==> config.mk <==
export PLATFORM = sky130hd
export DESIGN_NAME = pipeline_ctrl_sequencer
export DESIGN_NICKNAME = d
export VERILOG_FILES = /design/src/rtl/cpu_types_pkg.sv /design/src/rtl/pipeline_ctrl_sequencer.sv
export SDC_FILE = /design/constraint.sdc
export NUM_CORES = 1
export LEC_CHECK = 0
export BUFFER_PORTS_ARGS = -buffer_cell sky130_fd_sc_hd__buf_2
export CAP_MARGIN = 25
export CORE_AREA = 2 2 70 52
export CTS_CLUSTER_DIAMETER = 30
export DETAILED_ROUTE_END_ITERATION = 10
export DIE_AREA = 0 0 72 54
export GPL_ROUTABILITY_DRIVEN = 0
export MAX_ROUTING_LAYER = met4
export PLACE_DENSITY = 0.75
export RECOVER_POWER = 100
export SYNTH_ARGS = -nofsm -noshare
export SYNTH_HDL_FRONTEND = slang
export SYNTH_SLANG_ARGS = --single-unit
export TNS_END_PERCENT = 5
==> constraint.sdc <==
create_clock -name CLK -period 1.8 [get_ports CLK]
set_input_delay 0.36 -clock CLK [delete_from_list [all_inputs] [get_ports CLK]]
set_output_delay 0.36 -clock CLK [all_outputs]
set_load 0.01 [all_outputs]
==> src/rtl/cpu_types_pkg.sv <==
// Shared pipeline types: sequencer state encoding and default sizing.
package cpu_types_pkg;

    typedef enum logic [1:0] {
        RUN,
        FLUSH_PEND,
        DRAIN,
        HALTED
    } pipe_seq_state_t;

    localparam int unsigned PIPE_DRAIN_CYCLES_DEF = 4;
    localparam int unsigned PIPE_CNT_W_DEF        = 16;

endpackage

==> src/rtl/pipeline_ctrl_sequencer.sv <==
// Per-core pipeline latch-enable/flush sequencer with redirect discard and halt drain.
// Optional perf counters are built only when PIPE_PERF_CNT_EN is defined.
module pipeline_ctrl_sequencer
    import cpu_types_pkg::*;
#(
    parameter int unsigned DRAIN_CYCLES = PIPE_DRAIN_CYCLES_DEF,
    parameter int unsigned CNT_W        = PIPE_CNT_W_DEF
) (
    input  logic             CLK,
    input  logic             nRST,
    input  logic             freeze,
    input  logic             threeInstrFlush,
    input  logic             ihit,
    input  logic             dmem_req,
    input  logic             dhit,
    input  logic             halt_in,
    output logic             pc_en,
    output logic             fd_en,
    output logic             dx_en,
    output logic             xm_en,
    output logic             mw_en,
    output logic             fd_flush,
    output logic             dx_flush,
    output logic             xm_flush,
    output logic             halt_out,
    output logic [CNT_W-1:0] stall_cnt,
    output logic [CNT_W-1:0] flush_cnt
);

    pipe_seq_state_t  state, nextState;
    logic [CNT_W-1:0] drainCnt, nextDrain;

    always_comb begin
        nextState = state;
        nextDrain = drainCnt;
        pc_en     = 1'b0;
        fd_en     = 1'b0;
        dx_en     = 1'b0;
        xm_en     = 1'b0;
        mw_en     = 1'b0;
        fd_flush  = 1'b0;
        dx_flush  = 1'b0;
        xm_flush  = 1'b0;
        case (state)
            RUN, FLUSH_PEND: begin
                if (halt_in) begin
                    mw_en     = 1'b1;
                    nextState = DRAIN;
                    nextDrain = CNT_W'(DRAIN_CYCLES - 1);
                end else if (dmem_req && !dhit) begin
                    // full freeze; upstream holds redirect/freeze so nothing is latched here
                end else if (threeInstrFlush) begin
                    {pc_en, fd_en, dx_en, xm_en, mw_en} = '1;
                    {fd_flush, dx_flush, xm_flush}      = '1;
                    if (state == FLUSH_PEND || !ihit) nextState = FLUSH_PEND;
                end else if (freeze || !ihit) begin
                    dx_en    = 1'b1;
                    dx_flush = 1'b1;
                    xm_en    = 1'b1;
                    mw_en    = 1'b1;
                end else if (state == FLUSH_PEND) begin
                    // stale fetch arrives: bubble it and keep PC on the redirect target
                    {fd_en, dx_en, xm_en, mw_en} = '1;
                    fd_flush  = 1'b1;
                    nextState = RUN;
                end else begin
                    {pc_en, fd_en, dx_en, xm_en, mw_en} = '1;
                end
            end
            DRAIN: begin
                {fd_en, dx_en, xm_en, mw_en}   = '1;
                {fd_flush, dx_flush, xm_flush} = '1;
                if (drainCnt == '0) nextState = HALTED;
                else                nextDrain = drainCnt - CNT_W'(1);
            end
            default: ;
        endcase
        if (!nRST) begin
            {pc_en, fd_en, dx_en, xm_en, mw_en} = '0;
            {fd_flush, dx_flush, xm_flush}      = '0;
        end
    end

    always_ff @(posedge CLK) begin
        if (!nRST) begin
            state    <= RUN;
            drainCnt <= '0;
            halt_out <= 1'b0;
        end else begin
            state    <= nextState;
            drainCnt <= nextDrain;
            halt_out <= (nextState == HALTED);
        end
    end

`ifdef PIPE_PERF_CNT_EN
    logic             runLike;
    logic [CNT_W-1:0] stallCnt, flushCnt;

    // in RUN/FLUSH_PEND only an accepted redirect drives xm_flush
    assign runLike = (state == RUN) || (state == FLUSH_PEND);

    always_ff @(posedge CLK) begin
        if (!nRST) begin
            stallCnt <= '0;
            flushCnt <= '0;
        end else begin
            if (runLike && !pc_en && stallCnt != '1) stallCnt <= stallCnt + CNT_W'(1);
            if (runLike && xm_flush && flushCnt != '1) flushCnt <= flushCnt + CNT_W'(1);
        end
    end

    assign stall_cnt = stallCnt;
    assign flush_cnt = flushCnt;
`else
    assign stall_cnt = '0;
    assign flush_cnt = '0;
`endif

endmodule

# Word-level counts from Yosys, hierarchy flattened
# Index checks and enable logic that the tools add are counted.
[op_classes]
n_addsub = 1
eq_ne = 5
mux = 49
reduce_logical = 10
[ops]
columns = ["op", "n"]
rows = [
  ["$mux 1", 32],
  ["$mux 16", 2],
  ["$pmux 16 s2", 1],
  ["$logic_not 16->1", 1],
  ["$sub 16x1->16 const B", 1],
  ["$mux 2", 7],
  ["$pmux 1 s2", 6],
  ["$eq 2x2->1 const B", 2],
  ["$ne 2x2->1 const B", 2],
  ["$pmux 2 s2", 1],
  ["$reduce_and 3->1", 1],
  ["$eq 2x1->1 const B", 1],
  ["$logic_not 1->1", 2],
  ["$logic_not 2->1", 1],
  ["$logic_or 1x1->1", 2],
  ["$reduce_bool 2->1", 1],
  ["$reduce_or 2->1", 1],
  ["$logic_and 1x1->1", 1],
]
[totals]
regBits = 19
input_bits = 8
output_inout_bits = 41
wordCells = 68

# Depth between registers and ports, before layout
# Gate-level depths: netlist (run 1).
[depth]
depth_word = 8
depth_mapped = 8
mapped_depth_nobuf = 6

# Worst setup path before layout (run 1)
# Ideal clock, no wire load.
[synth_path]
kind = "flip-flop to flip-flop"
from = "register drainCnt[0]"
to = "register drainCnt[1]"
setup_ps = 119
t_arrival_ps = 1767
required_time_ps = 1681
slack_ps = -86
stages_incl_launch_ff = 9
path_buffers = 2
period_less_slack_ps = 1886
path_cell_list = "dfxtp_1 > inv_1 > ha_1 > nor3b_1 > and4_1 > buf_2 > buf_2 > a21oi_1 > o221a_2"
[synth_via]
elab_chain_len = 3
[synth_rtl]
columns = ["item", "line_no", "source"]
rows = [
  ["from (decl)", "pipeline_ctrl_sequencer.sv:31", "logic [CNT_W-1:0] drainCnt, nextDrain;"],
  ["from (signal assigned)", "pipeline_ctrl_sequencer.sv:91", "drainCnt <= nextDrain;"],
  ["$sub 16x1->16 or $logic_not 16->1 (tied branches)", "pipeline_ctrl_sequencer.sv:74, pipeline_ctrl_sequencer.sv:73", ""],
  ["$mux 16 or $ne 2x2->1 (tied branches)", "-", ""],
  ["$pmux 16 s2 or $reduce_and 3->1 (tied branches)", "-", ""],
]
# Parallel ways exist; a longest one is shown, timed or not. The select of a mux whose other input is x is not followed.
# A chain may end at the register's enable or synchronous reset.

# Worst setup path in the final report (run 1)
[layout_path]
from = "register drainCnt[0]"
to = "register drainCnt[15]"
# Same word-level chain as after synthesis.

==> metrics.md, run 1 <==
| Metric | Value |
|---|---|
| Overall routing resource usage | 0.1518 |
| Fillers | 323 |
| Min-Delay Path Class | in -> reg |
| CP Launch Point | drainCnt[0]$_SDFFE_PN0P_ |
| Cell area after synthesis | 1371 um2 |
| Worst-path clk slew | 0.07 ns |
| Most common cell after layout, fill and taps aside | conb_1 |
| IO Count | 49 |
| Post-synth cell types | 40 |
| Initial core utilization | 0.4142 |
| Crit-path slowest cell | or4b_4 |
| Ant diodes | 0 |
| DP HPWL | 2152 um |
| Power density over cell area | 978.2 nW/um2 |
| Die area | 3888 um2 |
| First DRT Iteration DRCs | 77 |
| Die Wd | 72 um |
| Fmax | 0.5629 GHz |
| Final Hold Viols | 0 |
| Total gr overflow | 0 |
| Root Driver | clkbuf_8 |
| Fin Setup TNS | 0 ns |
| Nets | 207 |
| Area contributors post-synth | dfxtp_1 28%, buf_4 18%, a21oi_1 6.2%, or4_1 3.8%, nor2_1 3.0% |
| TritonCTS Sinks | 19 |
| Worst clock skew | 0.001463 ns |
| Setup WS pre-CTS | -0.07574 ns |
| Worst setup SP type | flop |
| Slew Viols, Final | 0 |
| Via count of the first global-routing pass | 1,004 |
| Area share of the largest cell type after synthesis | 0.2774 |
| Largest net degree at the start of global routing | 13 |
| CP top delay family | simple AND/OR/NAND/NOR gates |
| Tcrit/Tclk final | 0.9870 |
| Fraction of layout cells with a size suffix above 1 | 0.3299 |
| Tot Pwr | 1.583 mW |
| Number of routed nets with antenna violations | 0 |
| Critical path capture point type | flop |
| Crit path kind | reg -> reg |
| Seq/Total Area, Yosys | 0.2774 |
| DR vias | 1,193 |
| Crit-path cells | inv_1 > ha_2 > nor3b_4 > and4_4 > buf_6 > or4b_4 > a21oi_2 |
| DR DRC count | 0 |
| WP data arrival | 1.97 ns |
| First-pass GRT wire length | 4436 um |
| Worst slew pin tran | 0.5544 ns |
| Initial antenna violation count | 0 |
| Max transition margin | 0.6270 |
| TritonCTS clock tree | built |
| Peak supply drop | 0.4964 mV |
| Worst setup margin | 0.02346 ns |
| Htree depth | 1 |
| Hold_sp | threeInstrFlush |
| Vias per cell | 5.034 |
| Hold slack final | 0.4031 ns |
| Syn_area_per_cell | 8.261 um2 |
| Max-Cap Viols | 0 |
| Number of synthesized register bits | 19 |
| PortBufs | 16 |
| Hold-fix buffers, CTS | 0 |
| Synth warn | 0 |
| Status | completed |
| Leakage Power | 0.7012 nW |
| Required time worst endpoint | 2.00 ns |
| Final wirelength | 2823 um |
| Maximum clock path buffer count | 2 |
| Worst path max stage delay | 0.51 ns |
| First-pass DRT Iterations | 4 |
| Die height | 54 um |
| RR Startpoint | drainCnt[0]$_SDFFE_PN0P_ |
| Mapped Cells | 166 |
| TritonCTS Buffers | 3 |
| Syn-to-layout area delta | 17.97% |
| Row cnt | 18 |
| Final cell utilization of the core | 0.4887 |
| # setup viols final | 0 |
| Fin crit period | 1.777 ns |
| CP Max Fanout | 6 |
| Drt wl/cell | 11.91 um |
| Commonest non-fill, non-tap cells in the layout | 32 x conb_1, 16 x dfxtp_1, 16 x buf_2, 15 x buf_4, 12 x a21oi_1 |
| WP buf/inv | 2 |
| Placeable Area | 3311 um2 |
| Clk Latency, worst-skew pair | 0.26 ns |
| Area leader, netlist | dfxtp_1 |
| RSZ-0062 raised after global routing | true |
logic make-up after synthesis:
logic type / Yosys count / synth area share
flops: 19 / 0.2774
simple gates: 56 / 0.2546
compound gates: 45 / 0.2308
fa+ha+maj: 1 / 0.009123
buf+inv: 43 / 0.2181
other cells: 1 / 0.002735
mux: 1 / 0.007300
sequential cells by signal (all words and copies together), names as in the netlist:
| name | count |
|---|---|
| state | 2 |
| drainCnt | 16 |
| halt_out | 1 |
final cells by class:
class / count / area, um2 / area share
multi-input combinational: 135 / 883.3 / 0.5460
tap: 40 / 50.05 / 0.03094
clock buffer: 4 / 45.04 / 0.02784
inverter: 4 / 15.01 / 0.009281
sequential: 19 / 386.6 / 0.2390
timing repair buffer: 35 / 237.7 / 0.1469
cells in the mapped netlist, drive strengths merged:
cell	count
a2111o	2
a211o	1
a211oi	1
a21oi	17
and2	3
and2b	1
and4	1
buf	36
clkbuf	3
conb	1
dfxtp	19
ha	1
inv	4
mux2i	1
nand2	8
nand2b	5
nand3	1
nand4	1
nor2	11
nor2b	4
nor3	1
nor3b	2
nor4	3
o2111ai	2
o211ai	3
o21ai	8
o221a	2
o2bb2ai	1
o311a	1
o31ai	3
o41ai	4
or2	1
or3	4
or4	7
or4b	3
power breakdown:
| group | internal, mW | leakage (nW) | switching, mW |
|---|---|---|---|
| Combinational | 0.361 | 0.522 | 0.376 |
| Sequential | 0.481 | 0.156 | 0.0630 |
| Clock | 0.158 | 0.0228 | 0.144 |
| Total | 0.999 | 0.701 | 0.583 |
worst register-to-register path, stage by stage, from the launching register on:
cell and delay, ns:
dfxtp_2 0.33, inv_1 0.05, ha_2 0.19, nor3b_4 0.16
and4_4 0.23, buf_6 0.13, or4b_4 0.51, a21oi_2 0.13
layer usage:
metal	vias to the layer above	global-route usage	routed length [um]
li1	608	-	-
met4	0	0.03459	21
met3	4	0.04494	102
met2	20	0.2423	1328
met5	-	-	0
met1	561	0.1915	1370
path summary, 6_finish.rpt:
path,slack (ns),cells after the start,to
setup / recovery,0.02,7,drainCnt[15]$_SDFFE_PN0P_
hold / removal,0.40,3,state[0]$_SDFF_PN0_
setup reg to reg,0.02,7,drainCnt[15]$_SDFFE_PN0P_
hold reg to reg,0.50,2,drainCnt[9]$_SDFFE_PN0P_
through the flow:
step,std cells,instance area (um2)
2_1_floorplan,197,1493
3_3_place_gp,231,1466
3_5_place_dp,231,1466
4_1_cts,235,1531
5_1_grt,237,1618
6_report,237,1618
what timing repair did:
item | CTS | global route
gates resized for setup | 10 | 17
setup endpoints to repair | 12 | 14
setup buffers | 0 | 2
pin swaps | 2 | 3
hold endpoints to repair | 0 | 0
Power figures use the tool's default switching activity.
==> run 2: changes to the inputs <==
--- a/config.mk
+++ b/config.mk
@@ -13,8 +13,9 @@
 export DIE_AREA = 0 0 72 54
 export GPL_ROUTABILITY_DRIVEN = 0
 export MAX_ROUTING_LAYER = met4
-export PLACE_DENSITY = 0.75
+export PLACE_DENSITY_LB_ADDON = 0.3
 export RECOVER_POWER = 100
+export REMOVE_ABC_BUFFERS = 1
 export SYNTH_ARGS = -nofsm -noshare
 export SYNTH_HDL_FRONTEND = slang
 export SYNTH_SLANG_ARGS = --single-unit
==> run 2 against run 1 <==
  * Routed wire length is 5.4% higher
  * Via count is 4.7% higher
  * Core utilization up 0.98 points
  * Register-to-register slack improved by 0.02 ns
  * Sequential share of layout area decreased by 0.40 points
  * Power is 2.9% higher
  * Worst hold slack improved by 0.0095 ns
  * Maximum frequency down 0.31%
  * Combinational power grew 6.5%
  * Flip-flop and latch count unchanged
  * Final cell count grew 2.1%
==> metrics.md, run 2 (synthesis gave the netlist of run 1 again) <==
| Metric | Value |
|---|---|
| Worst setup margin | 0.01790 ns (-0.005564 ns) |
| Commonest non-fill, non-tap cells in the layout | 32 x conb_1, 22 x buf_4, 16 x buf_2, 15 x dfxtp_1, 14 x a21oi_1 |
| Hold_sp | threeInstrFlush |
| PortBufs | 16 (unchanged) |
| Nets | 212 (+2.4%) |
| Initial antenna violation count | 0 (unchanged) |
| R2R depth | 5 (-2) |
| RSZ-0062 raised after global routing | true |
| CP Max Fanout | 5 (-1) |
| # setup viols final | 0 (unchanged) |
| Worst Hold End | state[0]$_SDFF_PN0_ |
| Worst-path clk slew | 0.07 ns (about the same) |
| Final cell utilization of the core | 0.4985 (+0.009826) |
| First DRT Iteration DRCs | 44 (-43%) |
| Fraction of layout cells with a size suffix above 1 | 0.3515 (+0.02154) |
| Drt wl/cell | 12.29 um (+3.2%) |
| Combinational power share | 0.482 (+0.016) |
| Initial core utilization | 0.4142 (unchanged) |
| Critical path capture point type | output pin |
| Peak supply drop | 0.6310 mV (+27%) |
| TritonCTS Buffers | 3 (unchanged) |
| Switch Pwr | 0.5991 mW (+2.7%) |
| TritonCTS clock tree | built |
| Pint | 1.030 mW (+3.1%) |
| DP HPWL | 2241 um (+4.1%) |
| Min-Delay Path Class | in -> reg |
| Status | completed |
| DR DRC count | 0 (unchanged) |
| Most common cell after layout, fill and taps aside | conb_1 |
| WP data arrival | 1.42 ns (-0.55 ns) |
| First-pass DRT Iterations | 4 (unchanged) |
| Largest Register | drainCnt |
| Tot Pwr | 1.629 mW (+2.9%) |
| Largest net degree at the start of global routing | 16 (+3) |
| Die Wd | 72 um (unchanged) |
| Worst clock skew | 0.01112 ns (+0.009654 ns) |
| Power density over cell area | 987.1 nW/um2 (+0.91%) |
| Number of routed nets with antenna violations | 0 (unchanged) |
| Area of the multi-input gates | 883.3 um2 (unchanged) |
| Required time worst endpoint | 1.44 ns (-0.56 ns) |
| First-pass GRT wire length | 4533 um (+2.2%) |
| Die height | 54 um (unchanged) |
| Clk Latency, worst-skew pair | 0.26 ns (about the same) |
| Hold slack final | 0.4126 ns (+0.009491 ns) |
| Tcrit/Tclk final | 0.9901 (+0.003091) |
| Maximum clock path buffer count | 2 (unchanged) |
| Final Hold Viols | 0 (unchanged) |
| Reg2reg end | drainCnt[15]$_SDFFE_PN0P_ |
| Total gr overflow | 0 (unchanged) |
| Sequential power share | 0.335 (-0.009) |
| Fin crit period | 1.782 ns (+0.005564 ns) |
| Ant diodes | 0 (unchanged) |
| Final wirelength | 2975 um (+5.4%) |
| Overall routing resource usage | 0.1530 (+0.001251) |
| Leakage Power | 0.7225 nW (+3.0%) |
| Regs by FF count | drainCnt x16, state x2, halt_out x1 |
| Worst setup SP type | flop |
| Root Driver | clkbuf_8 |
| Hold-fix buffers, CTS | 0 (unchanged) |
| Switching Share | 0.3678 (-0.0008314) |
| Hold path depth | 3 (unchanged) |
| Fin Setup TNS | 0 ns (unchanged) |
| Syn-to-layout area delta | 20.35% |
| Fillers | 305 (-5.6%) |
| Fmax | 0.5611 GHz (-0.31%) |
| Via count of the first global-routing pass | 1,029 (+2.5%) |
| Slew Viols, Final | 0 (unchanged) |
| R2R setup slack | 0.04 ns (+0.02 ns) |
| Placeable Area | 3311 um2 (unchanged) |
| Max reg flops | 16 (unchanged) |
| Row cnt | 18 (unchanged) |
| TritonCTS Sinks | 19 (unchanged) |
| Max-Cap Viols | 0 (unchanged) |
| Clock network power share | 0.183 (-0.008) |
| Setup WS pre-CTS | -0.04563 ns (+0.03011 ns) |
| RR Startpoint | drainCnt[11]$_SDFFE_PN0P_ |
| IO Count | 49 (unchanged) |
| Htree depth | 1 (unchanged) |
| Register area | 387.9 um2 (+0.32%) |
| DR vias | 1,249 (+4.7%) |
| Vias per cell | 5.161 (+2.5%) |
| Crit path kind | reg -> out |
| Die area | 3888 um2 (unchanged) |
[run 2: cell types whose count changed in the layout (fill, tap and decap cells not counted), moves of 2 or more]
cell	previous run	this run
buf_4	15	22
a21oi_1	12	14
buf_6	4	2
a21oi_2	5	3
[run 2: how the worst max path moves through the flow]
| stage | to | slack, ns | from |
|---|---|---|---|
| 2_1_floorplan | drainCnt[1]$_SDFFE_PN0P_ | -0.06 | drainCnt[0]$_SDFFE_PN0P_ |
| 3_3_place_gp | drainCnt[9]$_SDFFE_PN0P_ | 0.002 | drainCnt[0]$_SDFFE_PN0P_ |
| 3_5_place_dp | drainCnt[0]$_SDFFE_PN0P_ | -0.05 | drainCnt[0]$_SDFFE_PN0P_ |
| 4_1_cts | fd_flush | -0.04 | state[1]$_SDFF_PN0_ |
| 5_1_grt | fd_flush | -0.08 | state[1]$_SDFF_PN0_ |
| 6_report | dx_flush | 0.02 | state[1]$_SDFF_PN0_ |
[run 2: layout make-up]
class,instances,area share
multi-input cells,135,0.5353
well taps,40,0.03033
clock inverters,1,0.003033
flip-flops and latches,19,0.2350
clock buffers,3,0.02502
repair buffers,40,0.1622
inverters,4,0.009098
[run 2: per-layer routing]
metal	vias to the layer above	track usage	wire length, um
met5	-	-	0
met4	0	0.04717	39
met3	8	0.03371	132
met2	40	0.2407	1408
met1	579	0.1982	1395
li1	622	-	-
[run 2: worst max-delay path: stages, from the launching register on]
cell      delay (ns)
dfxtp_4         0.38
buf_6           0.10
nand2b_4        0.11
and2_4          0.14
o211ai_1        0.15
a21oi_1         0.15
buf_2           0.15
[run 2: what timing repair did]
action                                  in CTS  in global routing
gates resized for setup                      7                 20
endpoints found under the setup margin      15                 17
gates cloned                                 0                  0
pin swaps                                    5                  8
setup buffers                                0                  4
[run 2: through the flow]
stage	cells	cell area, um2
2_1_floorplan	158	1204
5_1_grt	242	1650
3_3_place_gp	234	1484
4_1_cts	238	1545
6_report	242	1650
3_5_place_dp	234	1484
[run 2: power groups by stage]
| stage | combinational (mW) | sequential, mW | clock (mW) |
|---|---|---|---|
| global route | 0.866 | 0.557 | 0.319 |
| floorplan | 0.397 | 0.546 | 0 |
| global placement | 0.631 | 0.540 | 0 |
| detailed placement | 0.653 | 0.545 | 0 |
| finish | 0.785 | 0.546 | 0.298 |
| CTS | 0.675 | 0.537 | 0.304 |
